[src/rtl/bus_pkg.sv]
// Shared definitions for the serial bus: default widths, frame mode bit and
// the master port state encoding, reused by the arbiter and slave port.
package bus_pkg;

  localparam int unsigned AddrWidthDef = 14;
  localparam int unsigned DataWidthDef = 8;

  // Bit 0 of every frame.
  localparam logic MODE_READ  = 1'b1;
  localparam logic MODE_WRITE = 1'b0;

  typedef enum logic [2:0] {
    StIdle,
    StReq,
    StSend,
    StRwait,
    StDone
  } port_state_e;

endpackage

[src/rtl/serial_shift_reg.sv]
// Right-shifting register with parallel load. Serial data enters at the MSB
// and leaves at the LSB, so words move LSB-first in both directions.
module serial_shift_reg #(
  parameter int unsigned Width = 8
) (
  input  logic             clk_i,
  input  logic             reset_i,
  input  logic             load_i,
  input  logic [Width-1:0] data_i,
  input  logic             shift_i,
  input  logic             serial_i,
  output logic             serial_o,
  output logic [Width-1:0] q_o
);

  logic [Width-1:0] q_q;

  // Load has priority over shift.
  always_ff @(posedge clk_i) begin
    if (reset_i) begin
      q_q <= '0;
    end else if (load_i) begin
      q_q <= data_i;
    end else if (shift_i) begin
      q_q <= {serial_i, q_q[Width-1:1]};
    end
  end

  assign serial_o = q_q[0];
  assign q_o      = q_q;

endmodule

[src/rtl/master_port.sv]
// Master-side serial bus port: accepts one read/write request, wins the bus
// from the arbiter, shifts out {data, addr, mode} LSB-first and, for reads,
// collects DATA_WIDTH reply bits or gives up after TIMEOUT idle cycles.
module master_port
  import bus_pkg::*;
#(
  parameter int unsigned ADDR_WIDTH = AddrWidthDef,
  parameter int unsigned DATA_WIDTH = DataWidthDef,
  parameter int unsigned TIMEOUT    = 64
) (
  input  logic                  clk,
  input  logic                  reset,
  input  logic                  enable,
  input  logic                  read_en,
  input  logic [ADDR_WIDTH-1:0] addr_in,
  input  logic [DATA_WIDTH-1:0] data_in,
  output logic [DATA_WIDTH-1:0] data_out,
  output logic                  busy,
  output logic                  done,
  output logic                  err,
  output logic                  bus_req,
  input  logic                  bus_grant,
  output logic                  bus_out,
  output logic                  bus_valid,
  input  logic                  bus_in,
  input  logic                  bus_in_valid
);

  localparam int unsigned FrameW   = 1 + ADDR_WIDTH + DATA_WIDTH;
  localparam int unsigned BitCntW  = $clog2(FrameW);
  localparam int unsigned RxCntW   = $clog2(DATA_WIDTH + 1);
  localparam int unsigned IdleCntW = $clog2(TIMEOUT + 1);

  // Index of the final frame bit; reads stop after the address.
  localparam logic [BitCntW-1:0]  LastWrBit = BitCntW'(FrameW - 1);
  localparam logic [BitCntW-1:0]  LastRdBit = BitCntW'(ADDR_WIDTH);
  localparam logic [RxCntW-1:0]   LastRxBit = RxCntW'(DATA_WIDTH - 1);
  localparam logic [IdleCntW-1:0] IdleLimit = IdleCntW'(TIMEOUT - 1);

  port_state_e           state_q;
  logic                  rd_q;
  logic [BitCntW-1:0]    bit_cnt_q;
  logic [RxCntW-1:0]     rx_cnt_q;
  logic [IdleCntW-1:0]   idle_cnt_q;
  logic [DATA_WIDTH-1:0] data_out_q;
  logic                  busy_q;
  logic                  done_q;
  logic                  err_q;
  logic                  bus_req_q;
  logic                  bus_out_q;
  logic                  bus_valid_q;

  logic                  accept;
  logic                  tx_last;
  logic                  tx_shift;
  logic                  rx_shift;
  logic [FrameW-1:0]     tx_frame;
  logic                  tx_sout;
  logic [FrameW-1:0]     unused_tx_q;
  logic [DATA_WIDTH-1:0] rx_q;
  logic                  unused_rx_sout;

  assign accept   = (state_q == StIdle) && enable;
  assign tx_last  = rd_q ? (bit_cnt_q == LastRdBit) : (bit_cnt_q == LastWrBit);
  // The register always holds the next bit to put on the line.
  assign tx_shift = ((state_q == StReq) && bus_grant) || ((state_q == StSend) && !tx_last);
  assign rx_shift = (state_q == StRwait) && bus_in_valid;
  assign tx_frame = {data_in, addr_in, (read_en ? MODE_READ : MODE_WRITE)};

  serial_shift_reg #(
    .Width (FrameW)
  ) u_tx_shift (
    .clk_i    (clk),
    .reset_i  (reset),
    .load_i   (accept),
    .data_i   (tx_frame),
    .shift_i  (tx_shift),
    .serial_i (1'b0),
    .serial_o (tx_sout),
    .q_o      (unused_tx_q)
  );

  serial_shift_reg #(
    .Width (DATA_WIDTH)
  ) u_rx_shift (
    .clk_i    (clk),
    .reset_i  (reset),
    .load_i   (1'b0),
    .data_i   ('0),
    .shift_i  (rx_shift),
    .serial_i (bus_in),
    .serial_o (unused_rx_sout),
    .q_o      (rx_q)
  );

  // Transaction FSM with all outputs registered.
  always_ff @(posedge clk) begin
    if (reset) begin
      state_q     <= StIdle;
      rd_q        <= 1'b0;
      bit_cnt_q   <= '0;
      rx_cnt_q    <= '0;
      idle_cnt_q  <= '0;
      data_out_q  <= '0;
      busy_q      <= 1'b0;
      done_q      <= 1'b0;
      err_q       <= 1'b0;
      bus_req_q   <= 1'b0;
      bus_out_q   <= 1'b0;
      bus_valid_q <= 1'b0;
    end else begin
      done_q <= 1'b0;
      unique case (state_q)
        StIdle: begin
          if (enable) begin
            rd_q      <= read_en;
            err_q     <= 1'b0;
            busy_q    <= 1'b1;
            bus_req_q <= 1'b1;
            state_q   <= StReq;
          end
        end
        StReq: begin
          if (bus_grant) begin
            bus_valid_q <= 1'b1;
            bus_out_q   <= tx_sout;
            bit_cnt_q   <= '0;
            state_q     <= StSend;
          end
        end
        StSend: begin
          if (tx_last) begin
            bus_valid_q <= 1'b0;
            bus_out_q   <= 1'b0;
            if (rd_q) begin
              rx_cnt_q   <= '0;
              idle_cnt_q <= '0;
              state_q    <= StRwait;
            end else begin
              done_q    <= 1'b1;
              bus_req_q <= 1'b0;
              state_q   <= StDone;
            end
          end else begin
            bit_cnt_q <= bit_cnt_q + BitCntW'(1);
            bus_out_q <= tx_sout;
          end
        end
        StRwait: begin
          if (bus_in_valid) begin
            idle_cnt_q <= '0;
            if (rx_cnt_q == LastRxBit) begin
              // Capture the word including the bit arriving this cycle.
              data_out_q <= {bus_in, rx_q[DATA_WIDTH-1:1]};
              done_q     <= 1'b1;
              bus_req_q  <= 1'b0;
              state_q    <= StDone;
            end else begin
              rx_cnt_q <= rx_cnt_q + RxCntW'(1);
            end
          end else if (idle_cnt_q == IdleLimit) begin
            err_q     <= 1'b1;
            done_q    <= 1'b1;
            bus_req_q <= 1'b0;
            state_q   <= StDone;
          end else begin
            idle_cnt_q <= idle_cnt_q + IdleCntW'(1);
          end
        end
        StDone: begin
          busy_q  <= 1'b0;
          state_q <= StIdle;
        end
        default: state_q <= StIdle;
      endcase
    end
  end

  assign data_out  = data_out_q;
  assign busy      = busy_q;
  assign done      = done_q;
  assign err       = err_q;
  assign bus_req   = bus_req_q;
  assign bus_out   = bus_out_q;
  assign bus_valid = bus_valid_q;

endmodule

[config.mk]
export PLATFORM = sky130hd
export DESIGN_NAME = master_port
export DESIGN_NICKNAME = d
export VERILOG_FILES = /design/src/rtl/bus_pkg.sv /design/src/rtl/serial_shift_reg.sv /design/src/rtl/master_port.sv
export SDC_FILE = /design/constraint.sdc
export NUM_CORES = 1
export LEC_CHECK = 0
export CAP_MARGIN = 40
export CORE_ASPECT_RATIO = 0.9
export CORE_MARGIN = 4
export CORE_UTILIZATION = 54
export DETAILED_ROUTE_END_ITERATION = 8
export PLACE_DENSITY = 0.86
export SETUP_SLACK_MARGIN = 0.02
export SLEW_MARGIN = 0
export SYNTH_ARGS = -nofsm -noshare
export SYNTH_HDL_FRONTEND = slang
export SYNTH_SLANG_ARGS = --single-unit
export TNS_END_PERCENT = 10
[constraint.sdc]
create_clock -name clk -period 1.95 [get_ports clk]
set_input_delay 0.4875 -clock clk [delete_from_list [all_inputs] [get_ports clk]]
set_output_delay 0.4875 -clock clk [all_outputs]
set_load 0.1 [all_outputs]
# ---- Word-level counts from Yosys, hierarchy flattened
# Index checks and enable logic that the tools add are counted.
dict set report totals {
  out_inout_bits 14
  input_bits 29
  ff_bits 65
}
dict set report op_classes {
  eq_ne 21
  mux 49
  n_reduce_logical 24
  n_addsub 3
}
# cell count
set op_table {}
lappend op_table {{23-bit two-way mux} 2}
lappend op_table {{7-bit two-way mux} 4}
lappend op_table {{3-bit two-way mux} 7}
lappend op_table {{1-bit two-way mux} 20}
lappend op_table {{2-bit != test (second input constant)} 9}
lappend op_table {{4-bit two-way mux} 4}
lappend op_table {{7-bit case mux with 2 select lines} 1}
lappend op_table {{3-bit case mux with 4 select lines} 1}
lappend op_table {{5-bit two-way mux} 2}
lappend op_table {{1-bit case mux with 2 select lines} 5}
lappend op_table {{5-bit case mux with 2 select lines} 1}
lappend op_table {{5-bit AND reduction} 2}
lappend op_table {{2-bit nonzero test} 5}
lappend op_table {{3-bit AND reduction} 3}
lappend op_table {{4-bit case mux with 2 select lines} 1}
lappend op_table {{4-bit AND reduction} 2}
lappend op_table {{7-bit by 1-bit adder with 7-bit output (second input constant)} 1}
lappend op_table {{7-bit by 6-bit == test with 1-bit output (second input constant)} 1}
lappend op_table {{3-bit by 2-bit == test with 1-bit output (second input constant)} 2}
lappend op_table {{3-bit by 2-bit != test with 1-bit output (second input constant)} 2}
lappend op_table {{2-bit AND reduction} 3}
lappend op_table {{6-bit AND reduction} 1}
lappend op_table {{5-bit by 1-bit adder with 5-bit output (second input constant)} 1}
lappend op_table {{5-bit by 4-bit == test with 1-bit output (second input constant)} 1}
lappend op_table {{other kinds (13)} 16}

# ---- Depth between registers and ports, before layout
dict set report logic_depth {
  depth_word 7
  mapped_depth 8
  mapped_depth_nobuf 7
}

# ---- Cells and area by module
# A second synthesis with hierarchy kept.
dict set report hier_totals {
  hier_cells 329
  hier_area_um2 3148.0
}
# mod instances area_per_inst_um2 cells_each seq_area_each_um2
set by_module_without_submodules {}
lappend by_module_without_submodules {master_port 1 1679.1 190 680.7}
lappend by_module_without_submodules {{serial_shift_reg (u_tx_shift)} 1 1092.3 103 460.4}
lappend by_module_without_submodules {{serial_shift_reg (u_rx_shift)} 1 376.6 36 160.2}

# ---- Least setup slack after synthesis
# No wires, ideal clock.
dict set report synth_path {
  path_kind {register -> register}
  start {register rd_q}
  end {register u_tx_shift.q_q[10], in the netlist u_tx_shift.q_o[10]}
  stages_incl_launch_ff 8
  path_buffers 2
  t_arrival_ns 1.651
  setup_slack_ns 0.218
  t_required_ns 1.869
  cell_sequence {dfxtp_1 buf_6 or3b_4 a21o_1 a21oi_4 buf_6 a21oi_1 a211oi_2}
}
dict set report synth_via {
  elab_chain_len 5
}
# item line
set synth_rtl {}
lappend synth_rtl {{start: declaration} master_port.sv:41} ;# logic rd_q;
lappend synth_rtl {{start signal: assignment} master_port.sv:116} ;# rd_q <= read_en;
lappend synth_rtl {{1-bit two-way mux} master_port.sv:64} ;# assign tx_last = rd_q ? (bit_cnt_q == LastRdBit) : (bit_cnt_q == LastWrBit);
lappend synth_rtl {{1-bit logical NOT} master_port.sv:66} ;# assign tx_shift = ((state_q == StReq) && bus_grant) || ((state_q == StSend) && !tx_last);
lappend synth_rtl {{1-bit logical AND} master_port.sv:66}
lappend synth_rtl {{1-bit logical OR} master_port.sv:66}
lappend synth_rtl {{2-bit nonzero test (no source line)} -}
lappend synth_rtl {{end signal: assignment} serial_shift_reg.sv:23} ;# q_q <= data_i;
lappend synth_rtl {{end signal: assignment} serial_shift_reg.sv:25} ;# q_q <= {serial_i, q_q[Width-1:1]};
lappend synth_rtl {{end: declaration} serial_shift_reg.sv:16} ;# logic [Width-1:0] q_q;
# No other way between the ends.
# A chain may end at the register's enable or synchronous reset.

# ---- Final worst setup path
dict set report layout_path {
  start {register bit_cnt_q[4]}
  end {register u_tx_shift.q_q[18], in the netlist u_tx_shift.q_o[18]}
}
dict set report layout_via {
  elab_chain_len 6
  elab_cells_between_ends 7
}
# item line
set layout_rtl {}
lappend layout_rtl {{start: declaration} master_port.sv:42} ;# logic [BitCntW-1:0] bit_cnt_q;
lappend layout_rtl {{start signal: assignment} master_port.sv:145} ;# bit_cnt_q <= bit_cnt_q + BitCntW'(1);
lappend layout_rtl {{5-bit == test or 5-bit by 4-bit == test with 1-bit output (tied branches)} master_port.sv:64}
lappend layout_rtl {{1-bit two-way mux *} master_port.sv:64}
lappend layout_rtl {{1-bit logical NOT *} master_port.sv:66}
lappend layout_rtl {{1-bit logical AND *} master_port.sv:66}
lappend layout_rtl {{1-bit logical OR *} master_port.sv:66}
lappend layout_rtl {{2-bit nonzero test (no source line) *} -}
# Every way passes the cells marked *; elsewhere a longest branch is shown, timed or not.

==> results.json <==
{
  "clock_skew_ns": 0.007081,
  "crit_chain": "or3b_4 > a21o_1 > a21oi_4 > buf_12 > a21oi_1 > a211oi_1",
  "async_reset_ff_frac": 0,
  "numCtsBuffers": 9,
  "synth_ff_type": "dfxtp_1",
  "post-route-min-period_ns": 1.824,
  "layout_setup_ws_ns": 0.1261,
  "cts_setup_buffers": 0,
  "synthCells": 341,
  "tightest_slew_ns": 0.5549,
  "status": "complete, no violations",
  "portBuffers": 42,
  "clk_latency_ns": 0.34,
  "initial_core_util": 0.5581,
  "grt_pass1_wl_mm": 11.35,
  "crit_arrival_ns": 2.06,
  "synth_top_cell_by_area": "dfxtp_1",
  "dp_cells": 448,
  "antenna_found_initial": 0,
  "netlist_top_cells_count": "dfxtp_1 (64), nand2_1 (49), nor2_1 (47)",
  "synthTopCellsByArea": "dfxtp_1 (44%), a21oi_1 (7.2%), a211oi_2 (6.8%)",
  "fp.dieH_um": 77.92,
  "yosysWarnings": 0,
  "timing.hold.ws_ns": 0.4601,
  "p_int_w": 0.002330,
  "drtPass1Iterations": 4,
  "synth_top_area_share": 0.4369,
  "cts_sinks": 64,
  "vias_per_cell": 5.719,
  "die_area_um2": 6676,
  "worstHoldStart": "u_tx_shift.q_o[1]",
  "ys_seq_area_frac": 0.4369,
  "fillers": 375,
  "stdcell_area_um2": 3899,
  "synth_area_per_cell_um2": 8.601,
  "hold_depth": 2,
  "pwr-share-clk": 0.376,
  "max_clock_freq_ghz": 0.5483,
  "first_global_vias": 2543,
  "reg2reg_slack_ns": 0.13,
  "r2r_start": "bit_cnt_q[4]",
  "gp_congestion": 0.8469,
  "gr-total-overflow": 0,
  "endpoint_kind": "flip-flop",
  "ff2ff_path_depth": 6,
  "tritoncts": "built",
  "dp_hpwl_mm": 4.646,
  "final-hold-violation-count": 0,
  "min_path_type": "reg -> reg",
  "core_area_um2": 5255,
  "wl_per_cell_um": 14.43,
  "std_cell_rows": 25,
  "cts_root_buffer": "clkbuf_8",
  "critPathBufInv": 1,
  "fin_nets": 425,
  "seqPwrFrac": 0.455,
  "switching_share": 0.2598,
  "finalSetupViolCount": 0,
  "final_util": 0.7419,
  "synth-edff-count": 0,
  "htreeDepth": 3,
  "dpl_cell_area_um2": 3676,
  "drive_above_1_share": 0.1894,
  "crit_path_max_incr_delay_ns": 0.41,
  "die_w_um": 85.68,
  "comb_power_share": 0.169,
  "wl_mm": 6.680,
  "drt_iter0_markers": 228,
  "powerDensity_nw_per_um2": 807.2,
  "num_vias": 2648,
  "syn_to_final_growth_pct": 32.94,
  "critPathMaxFanout": 19,
  "finalCritPeriodShare": 0.9353,
  "synth_area_um2": 2933,
  "crit_family": "compound AO/OA/AOI/OAI gates",
  "cpMaxStageDelayCell": "or3b_4",
  "worstSetupPathType": "reg -> reg",
  "diodes": 0,
  "grt_start_max_net_pins": 30,
  "crit_cells": 6,
  "drc_errors": 0,
  "slew_headroom": 0.6301,
  "rsz0062_at_grt": "false",
  "p_leak_nw": 1.374,
  "ant_nets": 0,
  "maxCapViolations": 0,
  "ys_ff_latch": 64,
  "maxSlewViolCount": 0,
  "yosysMostFrequentCell": "dfxtp_1",
  "clockBufferDepth": 2,
  "r2r-end": "u_tx_shift.q_o[18]",
  "synth_fp_nets": 374,
  "grt_usage": 0.2114,
  "dp_slack_ns": -0.1609,
  "switching_power_w": 0.0008177,
  "synth.distinct_cells": 48,
  "ir_drop_mv": 0.6491,
  "clkTransAtPathRegs_ns": 0.07,
  "hold_path_end": "u_tx_shift.q_o[0]",
  "layoutNonFillerInstCount": 463,
  "startpoint_type": "flip-flop",
  "ios": 43,
  "required_ns": 2.19
}
[worst max path at each step]
stage	from	end	slack, ns
after CTS	bit_cnt_q[4]	u_tx_shift.q_o[18]	0.11
after floorplan	rd_q	u_tx_shift.q_o[10]	0.22
final	bit_cnt_q[4]	u_tx_shift.q_o[18]	0.13
after global placement	bus_in_valid	idle_cnt_q[0]	-0.13
after global routing	state_q[0]	idle_cnt_q[3]	0.03
after detailed placement	bus_in_valid	idle_cnt_q[0]	-0.16
[layer usage]
metal / track usage / routed length, um / vias to the layer above
met5: 0 / 0 / -
met4: 0.05380 / 89 / 0
met3: 0.06688 / 299 / 8
met2: 0.3696 / 3453 / 67
met1: 0.2493 / 2838 / 1270
li1: - / - / 1303
[worst register-to-register path, stage by stage (launching register included)]
cell      delay [ns]
dfxtp_1         0.39
or3b_4          0.41
a21o_1          0.20
a21oi_4         0.22
buf_12          0.19
a21oi_1         0.08
a211oi_1        0.25
[power groups by stage]
stage / Combinational, W / Sequential (W) / Clock [W]
final: 0.000531 / 0.00143 / 0.00118
after global placement: 0.000507 / 0.00145 / 0
after detailed placement: 0.000520 / 0.00146 / 0
after floorplan: 0.000288 / 0.00149 / 0
after CTS: 0.000526 / 0.00143 / 0.00120
after global routing: 0.000572 / 0.00144 / 0.00127
[flip-flops by register name (all words and copies together), names as in the netlist]
register	count
bit_cnt_q	5
done	1
err	1
data_out	8
rx_cnt_q	4
rd_q	1
u_rx_shift.q_o	7
bus_valid	1
busy	1
idle_cnt_q	7
state_q	3
bus_req	1
bus_out	1
u_tx_shift.q_o	23
[kinds of logic after synthesis]
kind of cell,after synthesis,synth area share
AND/OR/NAND/NOR,141,0.2227
AO/OA/AOI/OAI,91,0.2317
flip-flops,64,0.4369
buffers and inverters,27,0.04479
multiplexers,11,0.03797
adder cells (fa/ha/maj),4,0.01707
XOR/XNOR,3,0.008961
[through the flow]
stage	total power [W]	TNS [ns]
6_report	0.003147	0
5_1_grt	0.003279	0
4_1_cts	0.003157	0
3_3_place_gp	0.001961	-0.3818
2_1_floorplan	0.001781	0
3_5_place_dp	0.001979	-0.8095
[layout make-up]
| cell class | instances | area (um2) | area share |
|---|---|---|---|
| clock buffers | 11 | 131.4 | 0.03370 |
| clock inverters | 4 | 70.07 | 0.01797 |
| inverters | 4 | 15.01 | 0.003851 |
| multi-input cells | 250 | 1541 | 0.3954 |
| flip-flops and latches | 64 | 1281 | 0.3286 |
| well taps | 67 | 83.83 | 0.02150 |
| repair buffers | 63 | 775.7 | 0.1990 |
[layout by cell type, fill, tap and decap left out, drive strengths merged, types with 9 or more instances in the layout]
| cell | synthesis | layout |
|---|---|---|
| nand2 | 49 | 49 |
| a21oi | 44 | 44 |
| dfxtp | 64 | 64 |
| nor2 | 48 | 48 |
| clkdlybuf4s50 | 0 | 27 |
| mux2i | 10 | 10 |
| clkbuf | 14 | 11 |
| nand3 | 9 | 9 |
| a211oi | 25 | 25 |
| buf | 9 | 36 |
[timing repair]
item / in CTS / in global routing
hold endpoints to repair: 0 / 0
resized for setup: 0 / 4
hold buffers: 0 / 0
endpoints found under the setup margin: 0 / 22
No activity file was read; power rests on OpenSTA's default activity.
